`src/rtl/datapath_seq.sv`:
```
// Purpose : self-sequencing datapath - register file, A/B operand registers, shifter,
//           ALU, result register C and {V,N,Z} status; an FSM runs one whole op per
//           start/done handshake (load: 2 edges, ALU: 5 edges incl. accept edge).
// Ports   : clk/reset (async active-high); start + op_* + datapath_in describe the op
//           and are captured on the accepting edge; busy/done report progress;
//           datapath_out = C, status = {V,N,Z}; dbg_num/dbg_data = combinational reg read.
module datapath_seq #(
   parameter int WIDTH = 16,
   parameter int NREGS = 8,
   parameter int IMM_W = 5
) (
   input  logic                     clk,
   input  logic                     reset,
   input  logic                     start,
   input  logic                     op_load,
   input  logic [$clog2(NREGS)-1:0] op_ra,
   input  logic [$clog2(NREGS)-1:0] op_rb,
   input  logic [$clog2(NREGS)-1:0] op_rd,
   input  logic                     op_asel,
   input  logic                     op_bsel,
   input  logic [IMM_W-1:0]         op_imm,
   input  logic [1:0]               op_shift,
   input  logic [1:0]               op_aluop,
   input  logic                     op_wb,
   input  logic [WIDTH-1:0]         datapath_in,
   input  logic [$clog2(NREGS)-1:0] dbg_num,
   output logic                     busy,
   output logic                     done,
   output logic [WIDTH-1:0]         datapath_out,
   output logic [2:0]               status,
   output logic [WIDTH-1:0]         dbg_data
);

   localparam int RW = $clog2(NREGS);

   localparam logic [2:0] S_IDLE = 3'd0;
   localparam logic [2:0] S_LD   = 3'd1;
   localparam logic [2:0] S_RA   = 3'd2;
   localparam logic [2:0] S_RB   = 3'd3;
   localparam logic [2:0] S_EX   = 3'd4;
   localparam logic [2:0] S_WB   = 3'd5;

   logic [2:0]       state;
   logic [WIDTH-1:0] regs [NREGS];
   logic [WIDTH-1:0] a_reg;
   logic [WIDTH-1:0] b_reg;
   logic [WIDTH-1:0] c_reg;
   logic [2:0]       status_reg;
   logic             done_reg;

   // Op fields frozen at the accepting edge so input changes while busy are ignored.
   logic [RW-1:0]    q_ra;
   logic [RW-1:0]    q_rb;
   logic [RW-1:0]    q_rd;
   logic             q_asel;
   logic             q_bsel;
   logic [IMM_W-1:0] q_imm;
   logic [1:0]       q_shift;
   logic [1:0]       q_aluop;
   logic             q_wb;
   logic [WIDTH-1:0] q_din;

   logic [WIDTH-1:0] shifted;
   logic [WIDTH-1:0] imm_ext;
   logic [WIDTH-1:0] ain;
   logic [WIDTH-1:0] bin;
   logic [WIDTH-1:0] result;
   logic             ovf;

   assign imm_ext = {{(WIDTH-IMM_W){q_imm[IMM_W-1]}}, q_imm};

   always_comb begin
      shifted = b_reg;
      case (q_shift)
         2'b01:   shifted = {b_reg[WIDTH-2:0], 1'b0};
         2'b10:   shifted = {1'b0, b_reg[WIDTH-1:1]};
         2'b11:   shifted = {b_reg[WIDTH-1], b_reg[WIDTH-1:1]};
         default: shifted = b_reg;
      endcase
   end

   assign ain = q_asel ? '0 : a_reg;
   assign bin = q_bsel ? imm_ext : shifted;

   always_comb begin
      result = '0;
      ovf    = 1'b0;
      case (q_aluop)
         2'b00: begin
            result = ain + bin;
            // same-sign operands producing a different-sign sum
            ovf = (ain[WIDTH-1] == bin[WIDTH-1]) && (result[WIDTH-1] != ain[WIDTH-1]);
         end
         2'b01: begin
            result = ain - bin;
            // opposite-sign operands where the difference loses A's sign
            ovf = (ain[WIDTH-1] != bin[WIDTH-1]) && (result[WIDTH-1] != ain[WIDTH-1]);
         end
         2'b10:   result = ain & bin;
         default: result = ~bin;
      endcase
   end

   always_ff @(posedge clk or posedge reset) begin
      if (reset) begin
         state      <= S_IDLE;
         a_reg      <= '0;
         b_reg      <= '0;
         c_reg      <= '0;
         status_reg <= '0;
         done_reg   <= 1'b0;
         q_ra       <= '0;
         q_rb       <= '0;
         q_rd       <= '0;
         q_asel     <= 1'b0;
         q_bsel     <= 1'b0;
         q_imm      <= '0;
         q_shift    <= '0;
         q_aluop    <= '0;
         q_wb       <= 1'b0;
         q_din      <= '0;
         for (int i = 0; i < NREGS; i++) regs[i] <= '0;
      end else begin
         // done marks the cycle after the completing edge, when the FSM is back in IDLE
         done_reg <= (state == S_LD) || (state == S_WB);
         case (state)
            S_IDLE: begin
               if (start) begin
                  q_ra    <= op_ra;
                  q_rb    <= op_rb;
                  q_rd    <= op_rd;
                  q_asel  <= op_asel;
                  q_bsel  <= op_bsel;
                  q_imm   <= op_imm;
                  q_shift <= op_shift;
                  q_aluop <= op_aluop;
                  q_wb    <= op_wb;
                  q_din   <= datapath_in;
                  state   <= op_load ? S_LD : S_RA;
               end
            end
            S_LD: begin
               regs[q_rd] <= q_din;
               state      <= S_IDLE;
            end
            S_RA: begin
               a_reg <= regs[q_ra];
               state <= S_RB;
            end
            S_RB: begin
               b_reg <= regs[q_rb];
               state <= S_EX;
            end
            S_EX: begin
               c_reg      <= result;
               status_reg <= {ovf, result[WIDTH-1], (result == '0)};
               state      <= S_WB;
            end
            S_WB: begin
               if (q_wb) regs[q_rd] <= c_reg;
               state <= S_IDLE;
            end
            default: state <= S_IDLE;
         endcase
      end
   end

   assign busy         = (state != S_IDLE);
   assign done         = done_reg;
   assign datapath_out = c_reg;
   assign status       = status_reg;
   assign dbg_data     = regs[dbg_num];

endmodule

```
`config.mk`:
```
export PLATFORM = sky130hd
export DESIGN_NAME = datapath_seq
export DESIGN_NICKNAME = d
export VERILOG_FILES = /design/src/rtl/datapath_seq.sv
export SDC_FILE = /design/constraint.sdc
export NUM_CORES = 1
export LEC_CHECK = 0
export ABC_AREA = 1
export CORE_MARGIN = 5
export CORE_UTILIZATION = 40
export CTS_CLUSTER_SIZE = 30
export DETAILED_ROUTE_END_ITERATION = 10
export GPL_TIMING_DRIVEN = 1
export PLACE_DENSITY = 0.6
export SETUP_SLACK_MARGIN = 0.15
export SKIP_LAST_GASP = 1
export SLEW_MARGIN = 20
export SYNTH_ARGS = -nofsm -noshare
export SYNTH_HDL_FRONTEND = slang
export SYNTH_SLANG_ARGS = --single-unit
```
`constraint.sdc`:
```
create_clock -name clk -period 12.18 [get_ports clk]
set_clock_uncertainty 0.05 [all_clocks]
set_input_delay 3.654 -clock clk [delete_from_list [all_inputs] [get_ports clk]]
set_output_delay 3.654 -clock clk [all_outputs]
set_load 0.01 [all_outputs]
```
==> results_dict.tcl <==
set metrics [dict create \
    crit_arrival_ns 6.20 \
    ys_warn_count 0 \
    vdd_drop_max_uv 154 \
    setup_repair_after_global_routing_missed_its_margin "false" \
    criticalPathCategory "in -> out" \
    gr-usage-all-layers 0.271 \
    rows 69 \
    dp_slack_ns 2.29 \
    synth-main-ff-cell "dfrtp_1" \
    clk_pin_slew_worst_setup_hold_paths_ns 0.06 \
    yosys.area.top_type "dfrtp_1" \
    clock_tree.root_cell "clkbuf_16" \
    synth-async-reset-ratio 1.00 \
    buffers_on_ports 80 \
    largest_register_ffs 128 \
    timing.critical_path.required_ns 8.48 \
    postCtsResizedCells 0 \
    antenna_cells 0 \
    tightestPinTransition_ns 1.21 \
    syn_inst 2048 \
    cts_tree "yes" \
    syn_to_final_growth_pct 13.8 \
    hold_path.class "reg -> reg" \
    first_global_vias 13200 \
    synth-edff-count 0 \
    registers.top_by_ff_count "regs" \
    netlist_top_cells_area "dfrtp_1 38%, o21ai_0 11%, nand2_1 11%" \
    number_of_h_tree_levels 1 \
    initial_core_util 0.403 \
    top_count_cell_post_synth "nand2_1" \
    routabilityCongestion 0.970 \
    floorplan.die_area_mm2 0.0395 \
    total_standard_cell_area_after_synthesis_mm2 0.0143 \
    crit_path_end_kind "output port" \
    fin_crit_ns 9.91 \
    nNetsFinal 2131 \
    power-per-cell-area_mw_per_mm2 316 \
    relSlewSlack 0.192 \
    dp_hpwl_um 39500 \
    critical_path.max_fanout 35 \
    final_antenna_net_count 0 \
    io_pins 81 \
    number_of_vias_in_the_routed_layout 14600 \
    p_leak_nw 7.36 \
    finalCoreUtilization 0.459 \
    register_area_share_after_synthesis 0.384 \
    grt_antenna_before_repair 1 \
    post-route-drc-count 0 \
    n_fill_cell 3698 \
    wl_per_cell_um 21.5 \
    synth_largest_type_area_fraction 0.384 \
    syn_area_per_cell_um2 6.96 \
    synth_cell_type_count 43 \
    cts_max_path_buffers 3 \
    status "finished clean" \
    design.core.area_mm2 0.0354 \
    post_syn_nets 2126 \
    routed_via_density 5.76 \
    synth.cells.most_frequent "402 x nand2_1, 320 x o21ai_0, 226 x a21oi_1, 219 x dfrtp_1, 217 x inv_1" \
    finalSetupViolCount 0 \
    drt_first_iter_violations 1672 \
    achievable-frequency_mhz 101 \
    share_of_the_clock_period_used_by_the_worst_path 0.813 \
    final-hold-violation-count 0 \
    grt_pass1_wl_um 82900 \
    timing_max_transition_violations_final 0 \
    ys_ff_latch 219 \
    drv.max_cap_violation_count 0 \
    grt_overflow 0 \
    cts_hold_repair_buffers 0 \
    cts_buffers 26 \
    clk_latency_ns 0.54 \
    layout-drive-gt1-share 0.0632 \
    finalSetupTns_ns 0 \
    drt_pre_antenna_iters 9 \
    grt_max_degree 145 \
    cts.sink_count 219 \
    worst_setup_path_start_kind "input port" \
    setup_ws_ns 2.27 \
    drt_wl_total_um 54400 \
    die_w_um 199 \
    cts.repair_timing.setup_buffer_count 0 \
    die_boundary_height_um 199 \
]
==> logic make-up (layout without fill, tap and decap cells) <==
group	count (synthesis)	after routing	share of synthesized area
and+or+nand+nor	756	756	0.223
AOI/OAI and AO/OA	651	651	0.241
buffers and inverters	357	381	0.0976
DFF	219	219	0.384
adders and majority gates	34	34	0.0309
muxes	29	29	0.0229
xor gates and xnor gates	2	2	0.00123
==> area by class of cell <==
cell class	instances	area, um^2	area share
Clock buffer	37	763	0.0470
Clock inverter	10	111	0.00686
Inverter	230	876	0.0539
Multi-Input combinational cell	1472	7430	0.458
Sequential cell	219	5480	0.338
Tap cell	461	577	0.0355
Timing Repair Buffer	104	996	0.0613
==> stage by stage <==
stage	cell area, um^2	std cells	hold WS (ns)	power [mW]
after CTS	16200	2532	0.455	5.07
after global routing	16200	2533	0.481	5.51
after floorplan	14300	2048	0.426	3.22
after global placement	15300	2485	0.437	4.25
final	16200	2533	0.454	5.13
after detailed placement	15300	2485	0.425	4.26
==> path summary, 6_finish.rpt <==
check,slack [ns],cells past startpoint,to,startpoint
max in group asynchronous,7.30,4,regs[97],reset
max reg2reg,8.11,21,status[0],q_shift[1]
min reg2reg,0.45,2,status[2],status[2]
max,2.27,9,dbg_data[15],dbg_num[1]
min,0.45,2,status[2],status[2]
min in group asynchronous,3.61,2,q_wb,reset
==> critical path: stages <==
cell and delay [ns]:
clkdlybuf4s50_1 0.46, buf_4 0.33, inv_1 0.48, a21oi_1 0.25
o21ai_0 0.11, nand2_1 0.08, nor2_1 0.04, a31oi_1 0.22
clkdlybuf4s50_1 0.58
==> power by group <==
group	switching, mW	total (mW)	internal (mW)
logic	2.02	2.91	0.895
registers	0.356	1.42	1.07
clock network	0.315	0.793	0.478
==> layout by cell type (no fill, tap or decap), types with 23 or more instances in the layout <==
| cell type | n |
|---|---|
| a31oi_1 | 63 |
| dfrtp_1 | 217 |
| nor2_1 | 148 |
| buf_4 | 23 |
| a21oi_1 | 226 |
| nand3_1 | 168 |
| o21ai_0 | 320 |
| clkbuf_16 | 27 |
| ha_1 | 32 |
| inv_1 | 215 |
| nand2_1 | 402 |
| clkdlybuf4s50_1 | 79 |
| mux2_2 | 29 |
==> routing by layer <==
layer / vias up / share of wire / wire (um) / GRT usage
met1: 6862 / 0.45 / 24300 / 0.405
li1: 6887 / - / - / -
met2: 745 / 0.42 / 22600 / 0.394
met3: 102 / 0.11 / 6010 / 0.0700
met5: - / 0.00024 / 13 / 0
met4: 2 / 0.027 / 1460 / 0.0674
(Power assumes the default switching activity.)
